<file path="src/rtl/button_event_encoder.sv">
// Synchronises, debounces and edge-detects four active-low buttons and emits a
// one-cycle, one-cold direction code per press. Define AUTO_REPEAT_EN for held-button repeats.
module button_event_encoder #(
  parameter int DEBOUNCE_CYCLES = 500000,
  parameter int REPEAT_DELAY    = 25000000,
  parameter int REPEAT_PERIOD   = 10000000
) (
  input  logic       clk,
  input  logic       reset,
  input  logic [3:0] btn_n,
  output logic [3:0] move_code,
  output logic       move_valid,
  output logic [3:0] btn_state
);

  localparam int            CW      = $clog2(DEBOUNCE_CYCLES);
  localparam logic [CW-1:0] DB_LAST = CW'(DEBOUNCE_CYCLES - 1);

  if (DEBOUNCE_CYCLES < 2 || REPEAT_DELAY < 2 || REPEAT_PERIOD < 1) begin : g_bad_params
    $error("button_event_encoder: parameter out of range");
  end

  logic [3:0]    sync_q;
  logic [3:0]    sync_n;
  logic [3:0]    btn_prev;
  logic [CW-1:0] db_cnt [4];
  logic [3:0]    press;
  logic [3:0]    evt;
  logic [3:0]    next_code;

  // Two-flop synchroniser; idle level is 1 so reset does not fake a press.
  always_ff @(posedge clk) begin
    if (reset) begin
      sync_q <= '1;
      sync_n <= '1;
    end else begin
      // NOTE: sequential state uses <= so every flop samples pre-edge values.
      sync_q <= btn_n;
      sync_n <= sync_q;
    end
  end

  always_ff @(posedge clk) begin
    if (reset) begin
      btn_state <= '1;
      btn_prev  <= '1;
      // NOTE: the counter array is small and must restart on reset, so it is cleared explicitly.
      for (int i = 0; i < 4; i++) db_cnt[i] <= '0;
    end else begin
      btn_prev <= btn_state;
      for (int i = 0; i < 4; i++) begin
        if (sync_n[i] == btn_state[i]) begin
          db_cnt[i] <= '0;
        end else if (db_cnt[i] == DB_LAST) begin
          btn_state[i] <= sync_n[i];
          db_cnt[i]    <= '0;
        end else begin
          db_cnt[i] <= db_cnt[i] + 1'b1;
        end
      end
    end
  end

  // A press is a 1->0 transition of the debounced level; releases are ignored.
  assign press = btn_prev & ~btn_state;

`ifdef AUTO_REPEAT_EN
  localparam int RMAX = (REPEAT_DELAY > REPEAT_PERIOD) ? REPEAT_DELAY : REPEAT_PERIOD;
  localparam int RW   = $clog2(RMAX);

  logic [RW-1:0] rpt_cnt [4];
  logic [3:0]    rpt_on;
  logic [3:0]    rpt_hit;

  always_comb begin
    rpt_hit = '0;
    for (int i = 0; i < 4; i++) begin
      if (!btn_state[i]) begin
        rpt_hit[i] = rpt_on[i] ? (rpt_cnt[i] == RW'(REPEAT_PERIOD - 1))
                               : (rpt_cnt[i] == RW'(REPEAT_DELAY - 1));
      end
    end
  end

  // Repeat counters keep running even when their event loses arbitration.
  always_ff @(posedge clk) begin
    if (reset) begin
      rpt_on <= '0;
      for (int i = 0; i < 4; i++) rpt_cnt[i] <= '0;
    end else begin
      for (int i = 0; i < 4; i++) begin
        if (btn_state[i]) begin
          rpt_cnt[i] <= '0;
          rpt_on[i]  <= 1'b0;
        end else if (rpt_hit[i]) begin
          rpt_cnt[i] <= '0;
          rpt_on[i]  <= 1'b1;
        end else begin
          rpt_cnt[i] <= rpt_cnt[i] + 1'b1;
        end
      end
    end
  end

  // Any fresh press outranks every repeat in the same cycle.
  assign evt = (press != 4'b0000) ? press : rpt_hit;
`else
  assign evt = press;
`endif

  // NOTE: next_code gets a default first so no path through the if-chain infers a latch.
  always_comb begin
    next_code = 4'b1111;
    if      (evt[3]) next_code = 4'b0111;
    else if (evt[2]) next_code = 4'b1011;
    else if (evt[1]) next_code = 4'b1101;
    else if (evt[0]) next_code = 4'b1110;
  end

  always_ff @(posedge clk) begin
    if (reset) begin
      move_code  <= 4'b1111;
      move_valid <= 1'b0;
    end else begin
      move_code  <= next_code;
      move_valid <= |evt;
    end
  end

endmodule

</file>
<file path="config.mk">
export PLATFORM = sky130hd
export DESIGN_NAME = button_event_encoder
export DESIGN_NICKNAME = d
export VERILOG_FILES = /design/src/rtl/button_event_encoder.sv
export SDC_FILE = /design/constraint.sdc
export NUM_CORES = 1
export LEC_CHECK = 0
export BUFFER_PORTS_ARGS = -buffer_cell sky130_fd_sc_hd__buf_4
export CORE_MARGIN = 3
export CORE_UTILIZATION = 40
export CTS_BUF_LIST = sky130_fd_sc_hd__clkbuf_8
export DETAILED_ROUTE_END_ITERATION = 8
export HOLD_SLACK_MARGIN = 0.1
export SLEW_MARGIN = 5
export SYNTH_ARGS = -nofsm -noshare
export SYNTH_HDL_FRONTEND = slang
export SYNTH_SLANG_ARGS = --single-unit
</file>
<file path="constraint.sdc">
create_clock -name clk -period 4 [get_ports clk]
set_input_delay 0.2 -clock clk [delete_from_list [all_inputs] [get_ports clk]]
set_output_delay 0.2 -clock clk [all_outputs]
set_load 0.01 [all_outputs]
</file>
=== Word level (Yosys, flattened, before mapping) ===
Memories as Yosys holds them, arrays and structs flattened.
Index checks and enable logic that the tools add are counted.

* Add/sub/neg operators: 4
* Equality and inequality tests: 8
* Muxes and demuxes: 62
* Bitwise operators: 18
* Reductions and logical operators: 8

{| class="wikitable"
|+ Operators by type and width
! cell !! number
|-
| 19-bit two-way mux || 12
|-
| 19-bit by 1-bit adder with 19-bit output (second input constant) || 4
|-
| 19-bit == test (second input constant) || 4
|-
| 1-bit two-way mux || 47
|-
| 1-bit OR || 12
|-
| 2-bit AND reduction || 4
|-
| 4-bit OR reduction || 2
|-
| 4-bit bitwise AND || 1
|-
| 1-bit == test || 4
|-
| 4-bit two-way mux || 1
|-
| 1-bit NOT || 4
|-
| 4-bit NOT || 1
|-
| 3-bit two-way mux || 1
|-
| 3-bit OR reduction || 1
|-
| 2-bit two-way mux || 1
|-
| 2-bit OR reduction || 1
|}

* Register bits after elaboration: 21
* Memory bits (writable): 76
* Input bits: 6
* Output and inout port bits: 9
* Logic and storage cells: 113
* Memories kept: 1

{| class="wikitable"
|+ Memory list
! memory !! depth !! width !! read ports !! clocked after memory_dff !! wr ports !! RTL line !! RTL
|-
| db_cnt || 4 || 19 || 4 || 0 || 4 || 26 || <nowiki>logic [CW-1:0] db_cnt [4];</nowiki>
|}

=== Logic depth before layout (Yosys ltp) ===
An unclocked memory read counts as a cell.

* Depth in word-level cells: 8
* Depth in mapped cells: 7
* Gate-level depth less buffers: 5

=== Least setup slack after synthesis ===
Ideal clock, no wire load.

* Path type: register to register
* Start: mem db_cnt[2][11] (netlist bit)
* End: mem db_cnt[2][5] (netlist bit) (data pin)
* Setup time: 0.254 ns
* Arrival: 1.949 ns
* Setup slack: 1.796 ns
* Stages on the path, launching flop included: 6
* Path buffers: 1
* Path through: edfxtp_1 or4_1 or4_4 o21ai_4 buf_4 nor2_1

{| class="wikitable"
|+ RTL lines
! what !! RTL line
|-
| start: declaration || 26
|}

==> qor.yml <==
logic_synthesis:
  synth_area_leaders: "edfxtp_1 (46%), dfxtp_1 (8.6%), nor2_1 (6.0%)"
  synth_cells: 456
  synth_top_cell_by_area: "edfxtp_1"
  synth_edf_count: 76
  synth_top_area_share_pct: 46.46
  synth_flop_cell: "edfxtp_1"
  yosysWarnings: 0
  yosysUniqueCellTypes: 49
  synth-seq-cells: 97
  ys_async_sr_fraction_pct: 0
  synth.most_common_cell: "nor2_1"
  syn-mean-instance-area_sq_um: 10.77
  yosys-top-cells-count: "nor2_1 (78), edfxtp_1 (76), xnor2_1 (31)"
  yosysSeqAreaShare_pct: 55.02
  netlist_area_sq_mm: 0.004912
critical_path:
  slowest_delay_ns: 0.57
  reg2reg_depth: 4
  path_class: "reg2reg"
  slowest_stage: "or4_4"
  path_cells: "or4_1 -> or4_4 -> o21ai_4 -> nor2_1"
  critPathCaptureType: "flip-flop"
  crit_fanout: 18
  ff2ff_setup_slack_ns: 1.62
  cp.required_ns: 4.09
  worstSetupStartpointType: "flip-flop"
  arrival_ns: 2.47
  r2r-end: "db_cnt[2][13]"
  rr_startpoint: "db_cnt[2][11]"
timing:
  period_minus_slack_ns: 2.377
  final_max_slew_viol_count: 0
  relSlewSlack_pct: 57.64
  setup_tns_ns: 0
  timing.fmax_ghz: 0.4208
  tightest_slew_ns: 0.6295
  holdWs_ns: 0.1977
  post-route-period-util_pct: 59.41
  final_hold_viol_count: 0
  setup_viol: 0
  fin_worst_skew_ns: 0.01559
  rsz0062_at_grt: "false"
die:
  rows: 39
  initial_core_util_pct: 41.94
  core_area_sq_mm: 0.01171
  fp.dieW_um: 116.8
  die_h_um: 116.8
  ios: 15
  fp.dieArea_sq_mm: 0.01365
clock_network:
  cts_buffers: 9
  cts_resized: 0
  clock_latency_ns: 0.36
  postCtsSetupBuffers: 0
  cts.sinks: 97
  cts_hold_buf: 4
  cts_tree: "done"
  clk_pin_slew_worst_paths_ns: 0.10
  htree_levels: 3
  clockBufferDepth: 2
  root_buffer: "clkbuf_8"
global_route:
  grt_overflow: 0
  grt_max_degree: 24
  grt_pass1_wl_um: 15130
  antenna_found_initial: 0
  grt_pass1_vias: 3326
  grt_util_all_layers_pct: 13.81
hold_path:
  hold_depth: 2
  whs_endpoint: "move_valid"
  worstHoldPathType: "in2reg"
  holdCritStartpoint: "reset"
place:
  gp_congestion: 0.7778
  port_buffers: 14
  dp_hpwl_um: 6185
route:
  drtPass1Iterations: 4
  vias: 3431
  via_per_inst: 4.908
  route.detailed.drc: 0
  routed_wl_um: 8526
  drtIter0Drc: 108
  drtAntennaViolNets: 0
  wl_per_cell_um: 12.20
cells_and_area:
  area_delta_synth_final_pct: 15.56
  fin_nets: 561
  n_antenna_cell: 0
  layout-drive-gt1-share_pct: 8.993
outcome:
  status: "completed"
flow_run:
  cap_violations: 0
power:
  power_density_mw_per_mm2: 338.1
  ir_drop_uv: 158.9
  p_leak_nw: 1.940
critical path, delay by kind of cell, from the launching register on:
kind             cells  cell delay, ns
AO/OA/AOI/OAI        1            0.42
flip-flops           1            0.47
AND/OR/NAND/NOR      3            1.21
how the worst max path moves through the flow:
stage / start / end / slack, ns / cells after the start
after detailed placement: db_cnt[2][11] / db_cnt[2][8] / 1.61 / 4
after CTS: db_cnt[2][11] / db_cnt[2][8] / 1.60 / 4
after floorplan: db_cnt[2][11] / db_cnt[2][5] / 1.80 / 5
after global placement: db_cnt[2][11] / db_cnt[2][14] / 1.67 / 4
after global routing: db_cnt[2][11] / db_cnt[2][16] / 1.50 / 4
final: db_cnt[2][11] / db_cnt[2][13] / 1.62 / 4
cells in the final DEF, fill, tap and decap left out, types with 2 or more instances in the layout:
master          n
a21oi_1        13
and2_1          3
and3_1          5
and4_1          9
buf_4          16
bufinv_16       2
clkbuf_8        9
clkinv_2        2
conb_1         76
dfxtp_1        21
dlygate4sd3_1   4
edfxtp_1       76
ha_1            4
inv_1          17
mux2i_1         3
nand2_1        17
nand2b_1        4
nand3_1        27
nand4_1        26
nor2_1         78
nor2b_1         2
nor3_1          7
nor4_1         13
nor4b_1         3
nor4bb_1        3
o21a_1          2
o21ai_0         5
o31ai_1         4
or2_2          14
or3_1           3
or4_1          12
xnor2_1        31
xor2_1         28
where the power goes:
| part | switching, mW | internal [mW] | leakage [nW] |
|---|---|---|---|
| combinational | 0.0436 | 0.0370 | 0.867 |
| sequential | 0.0422 | 1.12 | 0.956 |
| clock | 0.330 | 0.344 | 0.117 |
| total | 0.416 | 1.50 | 1.94 |
cell type report:
cell class | instances | area, sq um
Inverter | 14 | 52.55
Clock inverter | 7 | 81.33
Clock buffer | 9 | 123.9
Timing Repair Buffer | 20 | 160.2
Multi-Input combinational cell | 409 | 2377
Fill cell | 1125 | 6035
Sequential cell | 97 | 2703
Tap cell | 143 | 178.9
sequential cells by signal (all words and copies together), names as in the netlist:
signal	cells
db_cnt	76
btn_state	4
sync_q	4
btn_prev	4
sync_n	4
move_valid	1
move_code	4
cells by family (layout without fill, tap and decap cells):
kind of cell | count (synthesis) | in the layout | share of synthesized area [%]
AND/OR/NAND/NOR | 235 | 235 | 26.08
flip-flops | 97 | 97 | 55.02
XOR/XNOR | 59 | 59 | 10.52
AO/OA/AOI/OAI | 32 | 32 | 4.356
buffers and inverters | 25 | 50 | 2.318
adder cells (fa/ha/maj) | 4 | 4 | 1.019
multiplexers | 3 | 3 | 0.6113
other | 1 | 76 | 0.07634
layer usage:
metal	share of wire, %	vias to the layer above	wire length, um	GRT usage, %
met4	1.8	0	155	6.040
met5	0	-	0	0
li1	-	1787	-	-
met1	49	1601	4198	19.04
met3	2.9	13	243	2.262
met2	46	30	3929	21.58
per-stage QoR:
| stage | instances | power [mW] | cell area, sq um | worst slack [ns] | utilization (%) |
|---|---|---|---|---|---|
| 2_1_floorplan | 531 | 1.241 | 5194 | 1.796 | - |
| 3_3_place_gp | 679 | 1.261 | 5431 | 1.674 | 46.38 |
| 3_5_place_dp | 679 | 1.263 | 5431 | 1.608 | 46.38 |
| 4_1_cts | 699 | 1.945 | 5677 | 1.598 | 48.47 |
| 5_1_grt | 699 | 2.008 | 5677 | 1.501 | 48.47 |
| 6_report | 699 | 1.919 | 5677 | 1.623 | 48.47 |
(Power assumes the default switching activity.)
